**src/rtl/wb_pkg.sv**
```systemverilog
// Shared types for the register-file write arbiter: FSM states, buffered write entry,
// and a helper that turns a destination register into a one-hot pending mask.
package wb_pkg;
  localparam int WB_WIDTH  = 32;
  localparam int REG_COUNT = 32;

  typedef enum logic {
    S_NORMAL = 1'b0,
    S_DRAIN  = 1'b1
  } wb_state_t;

  typedef struct packed {
    logic [4:0]          rd;
    logic [WB_WIDTH-1:0] data;
  } wb_entry_t;

  function automatic logic [REG_COUNT-1:0] rd_onehot(input logic [4:0] rd);
    return REG_COUNT'(1) << rd;
  endfunction
endpackage

```
**src/rtl/wb_fifo.sv**
```systemverilog
// Buffer for secondary results waiting for a free write port; also exposes each slot's
// rd and valid bit so the top can build the pending-register mask.
module wb_fifo
  import wb_pkg::*;
#(
  parameter int DEPTH = 4
) (
  input  logic                           clk_i,
  input  logic                           reset_i,
  input  logic                           push_i,
  input  wb_entry_t                      push_entry_i,
  input  logic                           pop_i,
  output wb_entry_t                      head_o,
  output logic [$clog2(DEPTH):0]         count_o,
  output logic                           full_o,
  output logic                           empty_o,
  output logic [DEPTH-1:0][4:0]          entry_rd_o,
  output logic [DEPTH-1:0]               entry_vld_o
);
  localparam int PW = $clog2(DEPTH);
  localparam int CW = PW + 1;

  wb_entry_t [DEPTH-1:0] mem_q;
  logic [DEPTH-1:0]      vld_q, vld_d;
  logic [PW-1:0]         wr_ptr_q, rd_ptr_q;
  logic [CW-1:0]         count_q, count_d;

  // Pointers wrap naturally because DEPTH is a power of two.
  always_comb begin
    vld_d = vld_q;
    if (pop_i)  vld_d[rd_ptr_q] = 1'b0;
    if (push_i) vld_d[wr_ptr_q] = 1'b1;
    count_d = count_q + CW'(push_i) - CW'(pop_i);
  end

  always_ff @(posedge clk_i or posedge reset_i) begin
    if (reset_i) begin
      mem_q    <= '0;
      vld_q    <= '0;
      wr_ptr_q <= '0;
      rd_ptr_q <= '0;
      count_q  <= '0;
    end else begin
      if (push_i) begin
        mem_q[wr_ptr_q] <= push_entry_i;
        wr_ptr_q        <= wr_ptr_q + PW'(1);
      end
      if (pop_i) rd_ptr_q <= rd_ptr_q + PW'(1);
      vld_q   <= vld_d;
      count_q <= count_d;
    end
  end

  always_comb begin
    for (int i = 0; i < DEPTH; i++) entry_rd_o[i] = mem_q[i].rd;
  end

  assign entry_vld_o = vld_q;
  assign head_o      = mem_q[rd_ptr_q];
  assign count_o     = count_q;
  assign full_o      = (count_q == CW'(DEPTH));
  assign empty_o     = (count_q == '0);
endmodule

```
**src/rtl/wb_write_arbiter.sv**
```systemverilog
// Merges in-order writeback (priority, no backpressure) and a buffered long-latency result
// stream onto the single register-file write port. Optional WB_BYPASS_EN: idle-port secondary bypass.
module wb_write_arbiter
  import wb_pkg::*;
#(
  parameter int WIDTH        = 32,
  parameter int DEPTH        = 4,
  parameter int STARVE_LIMIT = 8
) (
  input  logic                     clk_i,
  input  logic                     reset_i,
  input  logic                     pri_valid_i,
  input  logic [4:0]               pri_rd_i,
  input  logic [WIDTH-1:0]         pri_data_i,
  input  logic                     sec_valid_i,
  input  logic [4:0]               sec_rd_i,
  input  logic [WIDTH-1:0]         sec_data_i,
  output logic                     sec_ready_o,
  output logic [4:0]               a3_o,
  output logic [WIDTH-1:0]         wd3_o,
  output logic                     we3_o,
  output logic                     stall_o,
  output logic [31:0]              pending_o,
  output logic [$clog2(DEPTH):0]   fifo_count_o
);
  localparam int SW = (STARVE_LIMIT > 1) ? $clog2(STARVE_LIMIT) : 1;

  wb_state_t             state_q, state_d;
  logic [SW-1:0]         starve_q, starve_d;
  wb_entry_t             head;
  logic                  full, empty, push, pop, bypass;
  logic [DEPTH-1:0][4:0] entry_rd;
  logic [DEPTH-1:0]      entry_vld;

  always_ff @(posedge clk_i or posedge reset_i) begin
    if (reset_i) begin
      state_q  <= S_NORMAL;
      starve_q <= '0;
    end else begin
      state_q  <= state_d;
      starve_q <= starve_d;
    end
  end

  always_comb begin
    state_d  = state_q;
    starve_d = starve_q;
    we3_o    = 1'b0;
    a3_o     = 5'd0;
    wd3_o    = '0;
    stall_o  = 1'b0;
    pop      = 1'b0;
    bypass   = 1'b0;
    case (state_q)
      S_NORMAL: begin
        if (pri_valid_i) begin
          we3_o = 1'b1;
          a3_o  = pri_rd_i;
          wd3_o = pri_data_i;
        end else if (!empty) begin
          we3_o = 1'b1;
          a3_o  = head.rd;
          wd3_o = WIDTH'(head.data);
          pop   = 1'b1;
`ifdef WB_BYPASS_EN
        end else if (sec_valid_i) begin
          we3_o  = 1'b1;
          a3_o   = sec_rd_i;
          wd3_o  = sec_data_i;
          bypass = 1'b1;
`endif
        end
        // Count consecutive cycles the primary blocks a waiting entry.
        if (!empty && pri_valid_i) begin
          if (starve_q == SW'(STARVE_LIMIT - 1)) begin
            state_d  = S_DRAIN;
            starve_d = '0;
          end else begin
            starve_d = starve_q + SW'(1);
          end
        end else begin
          starve_d = '0;
        end
      end
      S_DRAIN: begin
        stall_o  = 1'b1;
        we3_o    = !empty;
        a3_o     = head.rd;
        wd3_o    = WIDTH'(head.data);
        pop      = !empty;
        state_d  = S_NORMAL;
        starve_d = '0;
      end
      default: state_d = S_NORMAL;
    endcase
    if (a3_o == 5'd0) we3_o = 1'b0;
    if (reset_i) begin
      we3_o   = 1'b0;
      a3_o    = 5'd0;
      wd3_o   = '0;
      stall_o = 1'b0;
      pop     = 1'b0;
      bypass  = 1'b0;
    end
  end

  assign sec_ready_o = !full && !reset_i;
  // x0 results are acknowledged but never occupy a slot.
  assign push = sec_valid_i && sec_ready_o && (sec_rd_i != 5'd0) && !bypass;

  wb_fifo #(.DEPTH(DEPTH)) u_fifo (
    .clk_i        (clk_i),
    .reset_i      (reset_i),
    .push_i       (push),
    .push_entry_i ('{rd: sec_rd_i, data: WB_WIDTH'(sec_data_i)}),
    .pop_i        (pop),
    .head_o       (head),
    .count_o      (fifo_count_o),
    .full_o       (full),
    .empty_o      (empty),
    .entry_rd_o   (entry_rd),
    .entry_vld_o  (entry_vld)
  );

  always_comb begin
    pending_o = '0;
    for (int i = 0; i < DEPTH; i++) begin
      if (entry_vld[i]) pending_o = pending_o | rd_onehot(entry_rd[i]);
    end
  end
endmodule

```
**config.mk**
```make
export PLATFORM = sky130hd
export DESIGN_NAME = wb_write_arbiter
export DESIGN_NICKNAME = d
export VERILOG_FILES = /design/src/rtl/wb_pkg.sv /design/src/rtl/wb_fifo.sv /design/src/rtl/wb_write_arbiter.sv
export SDC_FILE = /design/constraint.sdc
export NUM_CORES = 1
export LEC_CHECK = 0
export CAP_MARGIN = 20
export CORE_MARGIN = 2
export CORE_UTILIZATION = 54
export CTS_CLUSTER_SIZE = 10
export DETAILED_ROUTE_END_ITERATION = 12
export GPL_ROUTABILITY_DRIVEN = 1
export PLACE_DENSITY = 0.81
export SETUP_SLACK_MARGIN = 0.2
export SKIP_LAST_GASP = 1
export SLEW_MARGIN = 20
export SYNTH_ARGS = -nofsm -noshare
export SYNTH_HDL_FRONTEND = slang
export SYNTH_HIERARCHICAL = 1
export SYNTH_SLANG_ARGS = --single-unit
```
**constraint.sdc**
```tcl
create_clock -name clk_i -period 5.65 [get_ports clk_i]
set_input_delay 0.565 -clock clk_i [delete_from_list [all_inputs] [get_ports clk_i]]
set_output_delay 0.565 -clock clk_i [all_outputs]
set_load 0.05 [all_outputs]
```
### Word-level counts from Yosys, hierarchy flattened

Index checks and enable logic that the tools add are counted.

* bitwise logic cells: 7
* reduce and logical (&&, ||, !) cells: 12
* shift operators: 4
* order comparisons: 4
* add/subtract/negate cells: 5
* muxes and demuxes: 39
* equality and inequality tests: 2

Operators with widths (number)
* 32-bit two-way mux: 7
* 148-bit bitwise mux: 1
* 1-bit by 5-bit << shifter with 32-bit output, first input constant: 4
* 32-bit OR: 3
* 37-bit binary-select mux with 2-bit select: 1
* 37-bit demux with 2-bit select: 1
* 37-bit two-way mux: 2
* 32-bit case mux with 2 select lines: 1
* 5-bit two-way mux: 3
* 1-bit two-way mux: 12
* 5-bit case mux with 2 select lines: 1
* 4-bit two-way mux: 2
* 3-bit == test, second input constant: 2
* 1-bit logical AND: 6
* 2-bit by 3-bit less-than comparator with 1-bit output, second input constant: 2
* 3-bit two-way mux: 2
* 1-bit case mux with 2 select lines: 3
* 3-bit case mux with 2 select lines: 1
* 5-bit zero test: 1
* 5-bit nonzero test: 1
* 2-bit by 1-bit adder with 2-bit output, second input constant: 2
* 4-bit AND: 1
* 1-bit demux with 2-bit select: 2
* 2-bit by 1-bit >= comparator with 1-bit output, second input constant: 2
* other kinds (8): 10

* output and inout bits: 75
* register bits: 163
* input bits: 78

### Logic depth before layout (Yosys ltp)

Gate-level depths: netlist of run 1.

* depth in word-level cells: 9
* gate-level depth with buffers: 10

### By module

The synthesis of run 1 kept the hierarchy.

Modules (own cells, without submodules)
* wb_fifo: seq. area each 3978.8 um^2, area an instance 7513.5 um^2, cells each 428, times used 1
* wb_write_arbiter: seq. area each 100.1 um^2, area an instance 1804.2 um^2, cells each 253, times used 1

### Worst setup path after synthesis of run 1

No wires, ideal clock.

* kind: flip-flop to flip-flop
* start: register u_fifo.count_q[1] (netlist: u_fifo/count_o[1])
* end: register u_fifo.mem_q, in the netlist u_fifo/entry_rd_o[16]
* path buffers: 2
* setup time: 0.125 ns
* arrival: 2.804 ns
* period minus slack after synthesis: 2.929 ns
* stages on the path, launching flop included: 10
* path slack: 2.721 ns
* cells stage by stage: dfrtp_1 > inv_1 > and3_1 > nor2_1 > nand2_1 > a21oi_1 > buf_6 > nand2_8 > buf_6 > mux2_4

* longest elaborated chain between the ends: 5

RTL lines
* start: declaration: line wb_fifo.sv:26 `logic [CW-1:0] count_q, count_d;`
* start signal: assignment: line wb_fifo.sv:50 `count_q <= count_d;`
* 3-bit == test: line wb_fifo.sv:61 `assign full_o = (count_q == CW'(DEPTH));`
* named net full: line wb_write_arbiter.sv:31 `logic full, empty, push, pop, bypass;`
* 1-bit zero test: line wb_write_arbiter.sv:107 `assign sec_ready_o = !full && !reset_i;`
* 1-bit logical AND: line wb_write_arbiter.sv:107
* named net sec_ready_o: line wb_write_arbiter.sv:18 `output logic sec_ready_o,`
* 1-bit logical AND (2 in a row): line wb_write_arbiter.sv:109 `assign push = sec_valid_i && sec_ready_o && (sec_rd_i != 5'd0) && !bypass;`
* named net push: line wb_write_arbiter.sv:31
* end signal: indexed assignment: line wb_fifo.sv:45 `mem_q[wr_ptr_q] <= push_entry_i;`
* end: declaration: line wb_fifo.sv:23 `wb_entry_t [DEPTH-1:0] mem_q;`

The timed path passes the listed nets, and every way through them passes these cells.
A chain may end at the register's enable or synchronous reset.

==> metrics.md, run 1 <==
| Metric | Value |
|---|---|
| Sw Pwr | 2.68 mW |
| Maximum VDD drop | 336 uV |
| Ys flop type | dfrtp_1 |
| R2R setup slack | 2.57 ns |
| Synth top area cells | dfrtp_1 44%, mux2_4 15%, mux4_2 8.9% |
| Crit path max fanout | 40 |
| Layout Cells excl Fill | slightly above 1k |
| Die area | 18300 um2 |
| Highest clock rate | 0.247 GHz |
| CTS Buffer Depth | 2 |
| Die width | 135 um |
| Final nets | approximately 890 |
| Setup ws final | 1.59 ns |
| Final wirelength | 23700 um |
| Status | complete, no violations |
| GRT Util Overall | 27.0% |
| RD Place Congestion | 0.922 |
| Share of power burned in registers | about a third |
| Clock root buffer | clkbuf_16 |
| Area of the core | 17100 um2 |
| Syn. warnings | 6 |
| Number of flops mapped to enable cells by yosys | 0 |
| Final setup viols | 0 |
| Worst Hold Class | in2async |
| Async SR Flop Fraction | 100% |
| Yosys cell types | 50 |
| Largest net degree at the start of global routing | 97 |
| Area grow syn2layout | 21.2% |
| Starting Density | 54.6% |
| Worst-Margin Slew | 1.09 ns |
| RR Startpoint | state_q |
| Number of global-route vias before repair | around 6.8k |
| Final critical-path required period | roughly 4 ns |
| Port Buffers | 152 |
| Via Count | 6471 |
| DRC violations left | 0 |
| Postcts setup bufs | 0 |
| Synth area leader | dfrtp_1 |
| Post-Syn Area | 9320 um2 |
| Fin Setup TNS | 0 ns |
| Clock-pin slew on the worst setup and hold paths | roughly 0.06 ns |
| Die Y-Extent | 135 um |
| Layout cells sized above 1 | 30.2% |
| Critical path type | reg2out |
| DR pass1 iterations | 5 |
| FF+latch count, synth | 163 |
| WP data arrival | about 3.5 ns |
| Final worst path period share | a little under three quarters |
| Initial DRC Count | 475 |
| CTS H-tree lvls | 4 |
| Power Total | 6.71 mW |
| Comb power frac | 48.2% |
| Sw frac | between 40 and 50% |
| CTS tree | built |
| Routed len/inst | 23.0 um |
| Post-Syn Instances | 681 |
| Crit path launch type | flop |
| Detail Placement HPWL | between 15000 and 20000 um |
| Cell Int Power | 4.02 mW |
| Required @ worst endpoint | 5.09 ns |
| R2R depth | 8 |
| Antenna violations before repair | 0 |
| Core Rows | 48 |
| Pwr Density | 594 nW/um2 |
| Max Transition Viols Final | 0 |
| Fill cells | 1199 |
| RSZ-0062 raised after global routing | no |
| Pre-CTS setup slack | roughly 1.8 ns |
| Synth Area per Inst | 13.7 um2 |
| Rel. slew slack | 27.3% |
| Sequential area share after synthesis | 43.8% |
| Drt via density | roughly 6.3 |
| Synthesized Nets | 772 |
| Hold Buf Count CTS | 0 |
| Final hold vios | 0 |
| Clock power share | approximately 17% |
| CTS resizes | 0 |
| Worst hold slack | around 0.46 ns |
| Number of max-cap violations | 0 |
| ANT nets after route | 0 |
| Setup Skew | approximately 0.011 ns |
| Antenna cells | 0 |
| Clock Sinks | 163 |
| Worst-Skew Late Latency | 0.42 ns |
| # IOs | about 150 |
| Crit. End Element | output pin |
| Leak pwr | 4.88 nW |
| Reg-to-Reg End | u_fifo/count_o[2] |
| Share of the synthesized area in the top cell type | between 40% and 50% |
| CTS buffer count | 17 |
| Placed insts | 1001 |
| First-pass GRT wire length | around 38000 um |
| Grt ovf | 0 |
==> layout by cell type, fill, tap and decap left out, types with 3 or more instances in the layout <==
| cell | count |
|---|---|
| mux2_4 | 90 |
| ha_1 | 12 |
| nand2_1 | 17 |
| mux2_2 | 58 |
| or2_2 | 3 |
| clkdlybuf4s50_1 | 151 |
| mux4_2 | 37 |
| a22oi_1 | 55 |
| and4bb_2 | 5 |
| a22o_1 | 4 |
| nand2_8 | 3 |
| dfrtp_1 | 161 |
| buf_4 | 4 |
| clkbuf_16 | 17 |
| and4b_1 | 3 |
| o22a_1 | 6 |
| a2bb2oi_1 | 3 |
| nor2_1 | 44 |
| o221ai_1 | 32 |
| clkinv_2 | 3 |
| nand4_1 | 4 |
| and3_1 | 4 |
| nand2b_1 | 9 |
| clkinv_4 | 3 |
| nand4b_1 | 4 |
| inv_1 | 11 |
| nor2b_1 | 10 |
| nor3_1 | 3 |
| nand3_1 | 8 |
| inv_6 | 4 |
| and2b_1 | 3 |
==> worst max path at each step <==
| stage | slack (ns) | depth (start not counted) | startpoint | endpoint |
|---|---|---|---|---|
| detailed placement | 1.83 | 5 | pri_valid_i | wd3_o[6] |
| finish | 1.59 | 5 | u_fifo/rd_ptr_q[1] | we3_o |
| global route | 1.47 | 5 | u_fifo/rd_ptr_q[1] | we3_o |
| global placement | 1.91 | 5 | pri_valid_i | wd3_o[1] |
| CTS | 1.58 | 5 | u_fifo/rd_ptr_q[1] | we3_o |
| floorplan | 0.79 | 1 | reset_i | u_fifo/count_o[0] |
==> through the flow <==
step	instance area [um2]	utilization [%]
floorplan	9320	-
global placement	10700	62.8
detailed placement	10700	62.8
CTS	11300	66.2
global route	11300	66.2
finish	11300	66.2
==> cells by family (layout without fill, tap and decap cells) <==
logic type | after synthesis | count (layout) | synth area share, %
multiplexers | 185 | 185 | 30.5
flip-flops | 163 | 163 | 43.8
AND/OR/NAND/NOR | 131 | 131 | 8.37
AO/OA/AOI/OAI | 112 | 112 | 9.88
buffers and inverters | 73 | 200 | 5.32
adder cells (fa/ha/maj) | 13 | 13 | 1.83
XOR/XNOR | 4 | 4 | 0.376
==> sequential cells by signal, indices dropped and copies added (netlist names) <==
register / cells
u_fifo/wr_ptr_q: 2
u_fifo/count_o: 3
u_fifo/rd_ptr_q: 2
u_fifo/entry_rd_o: 20
state_q: 1
u_fifo/entry_vld_o: 4
u_fifo/mem_q: 128
starve_q: 3
==> routing by layer <==
metal	track usage [%]	vias up	wire length, um
li1	-	2826	-
met2	45.8	280	11900
met3	6.55	36	1570
met1	35.3	3329	9830
met5	0	-	0
met4	7.06	0	429
==> power by group through the flow <==
stage | logic [mW] | clock network (mW) | registers [mW]
5_1_grt | 3.43 | 1.20 | 2.43
4_1_cts | 3.24 | 1.13 | 2.34
6_report | 3.23 | 1.12 | 2.36
2_1_floorplan | 2.73 | 0 | 2.03
3_3_place_gp | 3.15 | 0 | 2.28
3_5_place_dp | 3.22 | 0 | 2.35
==> synthesized netlist by cell type, types with 11 or more instances <==
cell type,count
mux2_4,90
dfrtp_1,163
nor2_1,44
buf_4,23
ha_1,12
o221ai_1,32
mux4_2,37
nand2_1,17
a22oi_1,55
inv_1,12
nor2b_1,11
mux2_2,58
buf_6,16
==> worst max-delay path, cell delays in order, from the launching register on <==
cell             delay (ns)
dfrtp_2                1.08
mux4_2                 0.46
or4_1                  0.53
o211ai_2               0.17
a21oi_1                0.09
clkdlybuf4s50_1        0.74
==> area by class of cell <==
type / count / area [um2] / share of cell area [%]
well taps: 225 / 282 / 2.49
flip-flops and latches: 163 / 4080 / 36.1
repair buffers: 156 / 1550 / 13.7
clock inverters: 15 / 151 / 1.34
clock buffers: 17 / 425 / 3.77
inverters: 12 / 50.0 / 0.443
multi-input cells: 445 / 4750 / 42.1
Note: power is estimated with default switching activity, not from simulation.
==> run 2, diff against run 1 <==
- clock period: 5.65 -> 3.8 ns (I/O delays scaled with it)
==> run 2 against run 1 <==
Power rose by 51%. Non-clock buffer count rose by 10. Sequential share of layout area fell by 0.33 points. First-iteration DRC count rose by 41%. Critical path depth did not move. Highest routed layer unchanged.
==> metrics.md, run 2 (synthesis results as in run 1) <==
| Metric | Value |
|---|---|
| Status | complete, no violations |
| Via Count | 6623 (+2.3%) |
| DR pass1 iterations | 6 (+1) |
| Final hold vios | 0 (unchanged) |
| WP data arrival | 3.02 ns (-0.47 ns) |
| Postcts setup bufs | 0 (unchanged) |
| Crit path launch type | flop |
| Antenna violations before repair | 0 (unchanged) |
| Number of max-cap violations | 0 (unchanged) |
| GRT Util Overall | 27.9% (+0.90 points) |
| Max reg flops | 128 (unchanged) |
| CP delay by family, top | buffers and inverters |
| Worst-Skew Late Latency | 0.42 ns (about the same) |
| Grt ovf | 0 (unchanged) |
| Final worst path period share | 89.4% |
| CTS H-tree lvls | 4 (unchanged) |
| Area of the core | 17100 um2 (unchanged) |
| Initial DRC Count | 671 (+41%) |
| # IOs | 153 (unchanged) |
| Final setup viols | 0 (unchanged) |
| RSZ-0062 raised after global routing | no |
| RR Startpoint | u_fifo/count_o[1] |
| Number of global-route vias before repair | 6931 (+2.6%) |
| Slowest cell delay on critical path | 0.72 ns (-0.36 ns) |
| Fin Setup TNS | 0 ns (unchanged) |
| CP cell instances | mux4_2 -> or4_1 -> o211ai_2 -> a21oi_1 -> clkdlybuf4s50_1 |
| Drt via density | 6.35 (+1.4%) |
| Slowest-stage cell, CP | clkdlybuf4s50_1 |
| Die area | 18300 um2 (unchanged) |
| Clock Sinks | 163 (unchanged) |
| First-pass GRT wire length | 38900 um (+2.7%) |
| Rel. slew slack | 48.9% (+22 points) |
| Core Rows | 48 (unchanged) |
| DRC violations left | 0 (unchanged) |
| Port Buffers | 152 (unchanged) |
| ANT nets after route | 0 (unchanged) |
| Highest clock rate | approximately 0.29 GHz |
| CP Launch Point | u_fifo/entry_rd_o[17] |
| Post-route core utilization | 66.8% (+0.62 points) |
| CTS tree | built |
| Area grow syn2layout | 22.3% |
| Starting Density | 54.6% (unchanged) |
| Maximum VDD drop | 551 uV (+64%) |
| Crit. End Element | output pin |
| Detail Placement HPWL | 16900 um (+4.4%) |
| CTS buffer count | 17 (unchanged) |
| Setup Skew | 0.0101 ns (-0.000567 ns) |
| Layout cells sized above 1 | 30.8% (+0.61 points) |
| Critical path type | reg2out |
| Clock-pin slew on the worst setup and hold paths | 0.06 ns (about the same) |
| Reg-to-Reg End | u_fifo/count_o[2] |
| RD Place Congestion | 0.953 (+3.4%) |
| Die Y-Extent | 135 um (unchanged) |
| Max Transition Viols Final | 0 (unchanged) |
| Most frequent cells in the layout | 161 x dfrtp_1, 151 x clkdlybuf4s50_1, 90 x mux2_4 |
| R2R depth | 10 (+2) |
| CTS Buffer Depth | 2 (unchanged) |
| Antenna cells | 0 (unchanged) |
| Worst Hold Class | in2async |
| Final nets | 896 (+1.1%) |
| Largest net degree at the start of global routing | 92 (-5.2%) |
| Most common cell after layout, fill and taps aside | dfrtp_1 |
| Die width | 135 um (unchanged) |
| Routed len/inst | 23.8 um (+3.7%) |
| Hold Buf Count CTS | 0 (unchanged) |
| Critical path buffers and inverters | 1 (unchanged) |
| Final wirelength | 24800 um (+4.7%) |
| Required @ worst endpoint | 3.42 ns (-1.67 ns) |
| Clock root buffer | clkbuf_16 |
| Final critical-path required period | 3.40 ns |
| Leak pwr | 4.94 nW (+1.3%) |
| Largest Register | u_fifo/mem_q |
| Crit path max fanout | 10 (-75%) |
| Worst-Margin Slew | 0.765 ns (-0.322 ns) |
| R2R setup slack | 1.47 ns (-1.10 ns) |
| CTS resizes | 0 (unchanged) |
| Pwr Density | 890 nW/um2 (+50%) |
[run 2: worst max path at each step]
stage | end | slack (ns) | depth (start not counted)
2_1_floorplan | u_fifo/entry_rd_o[16] | 0.87 | 9
3_3_place_gp | wd3_o[5] | 0.70 | 6
3_5_place_dp | wd3_o[5] | 0.64 | 6
4_1_cts | wd3_o[30] | 0.35 | 5
5_1_grt | wd3_o[2] | 0.24 | 7
6_report | we3_o | 0.40 | 5
[run 2: per-layer routing]
layer / routed length (um) / global-route usage, % / vias to the layer above
met4: 532 / 9.38 / 0
met3: 1670 / 5.72 / 42
met2: 12400 / 46.5 / 314
li1: - / - / 2844
met1: 10300 / 36.9 / 3423
met5: 0 / 0 / -
[run 2: where the power goes]
| part | switching (mW) | internal [mW] | total (mW) |
|---|---|---|---|
| registers | 0.794 | 2.60 | 3.39 |
| logic | 2.53 | 2.49 | 5.02 |
| clock network | 0.697 | 1.03 | 1.73 |
| total | 4.02 | 6.12 | 10.1 |
[run 2: final cells by class]
cell class              instances  area (um2)
inverters                      12        48.8
clock buffers                  22         474
well taps                     225         282
clock inverters                10         121
multi-input cells             445        4750
repair buffers                166        1630
flip-flops and latches        163        4080
fillers                      1190        5660
[run 2: per-stage QoR]
stage	total power [mW]	hold WS [ns]	setup slack, ns	cell area [um2]	std cells
floorplan	7.07	0.417	0.871	9320	681
global placement	8.13	0.434	0.695	10800	1011
detailed placement	8.32	0.458	0.635	10800	1011
CTS	10.1	0.259	0.351	11400	1043
global route	10.6	0.286	0.236	11400	1043
finish	10.1	0.270	0.401	11400	1043
[run 2: worst reg2reg max path, cell delays in order, from the launching register on]
cell	delay, ns
dfrtp_1	0.39
nor3_1	0.19
buf_4	0.21
nor3_1	0.08
buf_4	0.18
ha_1	0.28
inv_1	0.04
ha_1	0.19
fa_1	0.39
xnor2_1	0.18
xnor2_1	0.13
==> run 3, diff against run 2 <==
- CORE_ASPECT_RATIO: default -> 0.7
==> run 3 against run 2 <==
Non-clock buffer count decreased by 1. Sequential power about the same. Design area unchanged. Wire length decreased by 2.2%. Worst setup slack got worse by 0.021 ns. Clock-buffer cell count decreased by 5. Hold slack got worse by 0.068 ns. Sequential cell count unchanged. Largest power group unchanged. Highest routed layer unchanged.
==> metrics.md, run 3 (synthesis results as in run 1) <==
| Metric | Value |
|---|---|
| Critical path type | reg2out |
| First-pass GRT wire length | 38100 um (-2.1%) |
| Met1 usage | 39.6% (+2.7 points) |
| Initial DRC Count | 603 (-10%) |
| DRC violations left | 0 (unchanged) |
| RSZ-0062 raised after global routing | no |
| Fill cells | 1156 (-2.9%) |
| # IOs | 153 (unchanged) |
| Postcts setup bufs | 0 (unchanged) |
| CTS buffer count | 17 (unchanged) |
| RR Startpoint | u_fifo/count_o[1] |
| Hold Buf Count CTS | 0 (unchanged) |
| Pwr Density | 880 nW/um2 (-1.1%) |
| Final hold vios | 0 (unchanged) |
| Die area | 18300 um2 (about the same) |
| Detail Placement HPWL | 16500 um (-2.1%) |
| Via Count | 6582 (-0.62%) |
| Core Rows | 40 (-17%) |
| DR pass1 iterations | 6 (unchanged) |
| Crit path launch type | flop |
| Final nets | 895 (-0.11%) |
| Crit. End Element | output pin |
| CTS Buffer Depth | 2 (unchanged) |
| GRT Util Overall | 27.1% (-0.87 points) |
| Most frequent cells in the layout | 161 x dfrtp_1, 151 x clkdlybuf4s50_1, 90 x mux2_4 |
| Clock-pin slew on the worst setup and hold paths | 0.07 ns (about the same) |
| Area grow syn2layout | 22.3% (unchanged) |
| CP Launch Point | u_fifo/entry_rd_o[12] |
| Worst Hold Class | in2async |
| Setup Skew | 0.00925 ns (-0.000861 ns) |
| WP data arrival | 3.04 ns (+0.02 ns) |
| Clock Sinks | 163 (unchanged) |
| Clock root buffer | clkbuf_16 |
| Final critical-path required period | 3.42 ns (+0.0215 ns) |
| Most common cell after layout, fill and taps aside | dfrtp_1 |
| Busiest layer in global routing | met2 |
| CTS resizes | 0 (unchanged) |
| Number of max-cap violations | 0 (unchanged) |
| Antenna violations before repair | 0 (unchanged) |
| Routed len/inst | 23.2 um (-2.6%) |
| Required @ worst endpoint | 3.42 ns (about the same) |
| CP cell instances | mux4_2 -> or4_1 -> o211ai_2 -> a21oi_1 -> clkdlybuf4s50_1 |
| Crit path max fanout | 11 (+1) |
| Rel. slew slack | 37.0% (-12 points) |
| Antenna cells | 0 (unchanged) |
| Max reg flops | 128 (unchanged) |
| Layout cells sized above 1 | 30.9% (+0.076 points) |
| Number of global-route vias before repair | 6787 (-2.1%) |
| Final wirelength | 24300 um (-2.2%) |
| Area of the core | 17000 um2 (-0.24%) |
| Maximum VDD drop | 405 uV (-26%) |
| Max Transition Viols Final | 0 (unchanged) |
| CTS H-tree lvls | 4 (unchanged) |
| Final setup viols | 0 (unchanged) |
| Port Buffers | 152 (unchanged) |
| Status | complete, no violations |
| Highest clock rate | 0.292 GHz (-0.63%) |
| Drt via density | 6.29 (-1.0%) |
| Met3 Use GR | 5.78% (+0.058 points) |
| Slowest cell delay on critical path | 0.74 ns (+0.02 ns) |
| Largest net degree at the start of global routing | 52 (-43%) |
| Grt ovf | 0 (unchanged) |
| CTS tree | built |
| Largest Register | u_fifo/mem_q |
| RD Place Congestion | 0.983 (+3.2%) |
| Slowest-stage cell, CP | clkdlybuf4s50_1 |
| Worst-Margin Slew | 0.943 ns (+0.178 ns) |
| Placed inst area | 10800 um2 (+0.23%) |
| GR Util met2 | 40.9% (-5.6 points) |
| Worst-Skew Late Latency | 0.42 ns (about the same) |
| Final worst path period share | 90.0% (+0.57 points) |
| R2R depth | 9 (-1) |
| Die width | 161 um (+19%) |
| Final instance area | 11400 um2 (unchanged) |
| Leak pwr | 4.92 nW (-0.40%) |
| Fin Setup TNS | 0 ns (unchanged) |
| Starting Density | 54.8% (+0.13 points) |
| Die Y-Extent | 114 um (-16%) |
| ANT nets after route | 0 (unchanged) |
[run 3: changes by cell type in the layout (fill, tap and decap cells not counted), sizes merged]
cell | previous run | this run
clkinvlp | 1 | 4
clkbuf | 22 | 17
bufinv | 2 | 1
inv | 14 | 18
buf | 15 | 14
clkinv | 5 | 3
[run 3: cell type report]
| cell class | instances | area, um2 | share of cell area, % |
|---|---|---|---|
| clock inverters | 14 | 141 | 1.24 |
| multi-input cells | 445 | 4750 | 41.7 |
| repair buffers | 165 | 1660 | 14.5 |
| well taps | 231 | 289 | 2.54 |
| flip-flops and latches | 163 | 4080 | 35.8 |
| clock buffers | 17 | 425 | 3.73 |
| inverters | 12 | 48.8 | 0.428 |
[run 3: worst paths after layout]
check | to | slack [ns]
worst min-delay path | starve_q[0] | 0.20
worst max register to register | u_fifo/count_o[2] | 1.17
max in group asynchronous | u_fifo/mem_q[37] | 2.38
worst max-delay path | we3_o | 0.38
min in group clk_i | starve_q[0] | 0.47
worst min register to register | starve_q[0] | 0.47
[run 3: critical path, delay by kind of cell (launching register included)]
family	cells	cell delay [ns]
mux	1	0.54
compound gates	2	0.25
simple gates	1	0.55
flops	1	0.53
buf+inv	1	0.74
[run 3: power breakdown]
group / switching, mW / internal (mW)
clock: 0.740 / 0.917
combinational: 2.50 / 2.49
sequential: 0.785 / 2.60
[run 3: metrics by stage]
step                      hold slack, ns  utilization [%]  setup slack, ns  std cells  power (mW)
after floorplan                    0.417                -            0.871        681        7.07
after global placement             0.429             63.6            0.720       1016        8.12
after detailed placement           0.451             63.6            0.680       1016        8.29
after CTS                          0.186             66.9            0.210       1047        9.99
after global routing               0.232             67.0            0.275       1047        10.5
final                              0.202             67.0            0.380       1047        10.0
[run 3: per-layer routing]
layer,up-vias,wire length (um)
met5,-,0
met4,0,436
met3,43,1840
met2,303,11100
met1,3385,10900
li1,2851,-
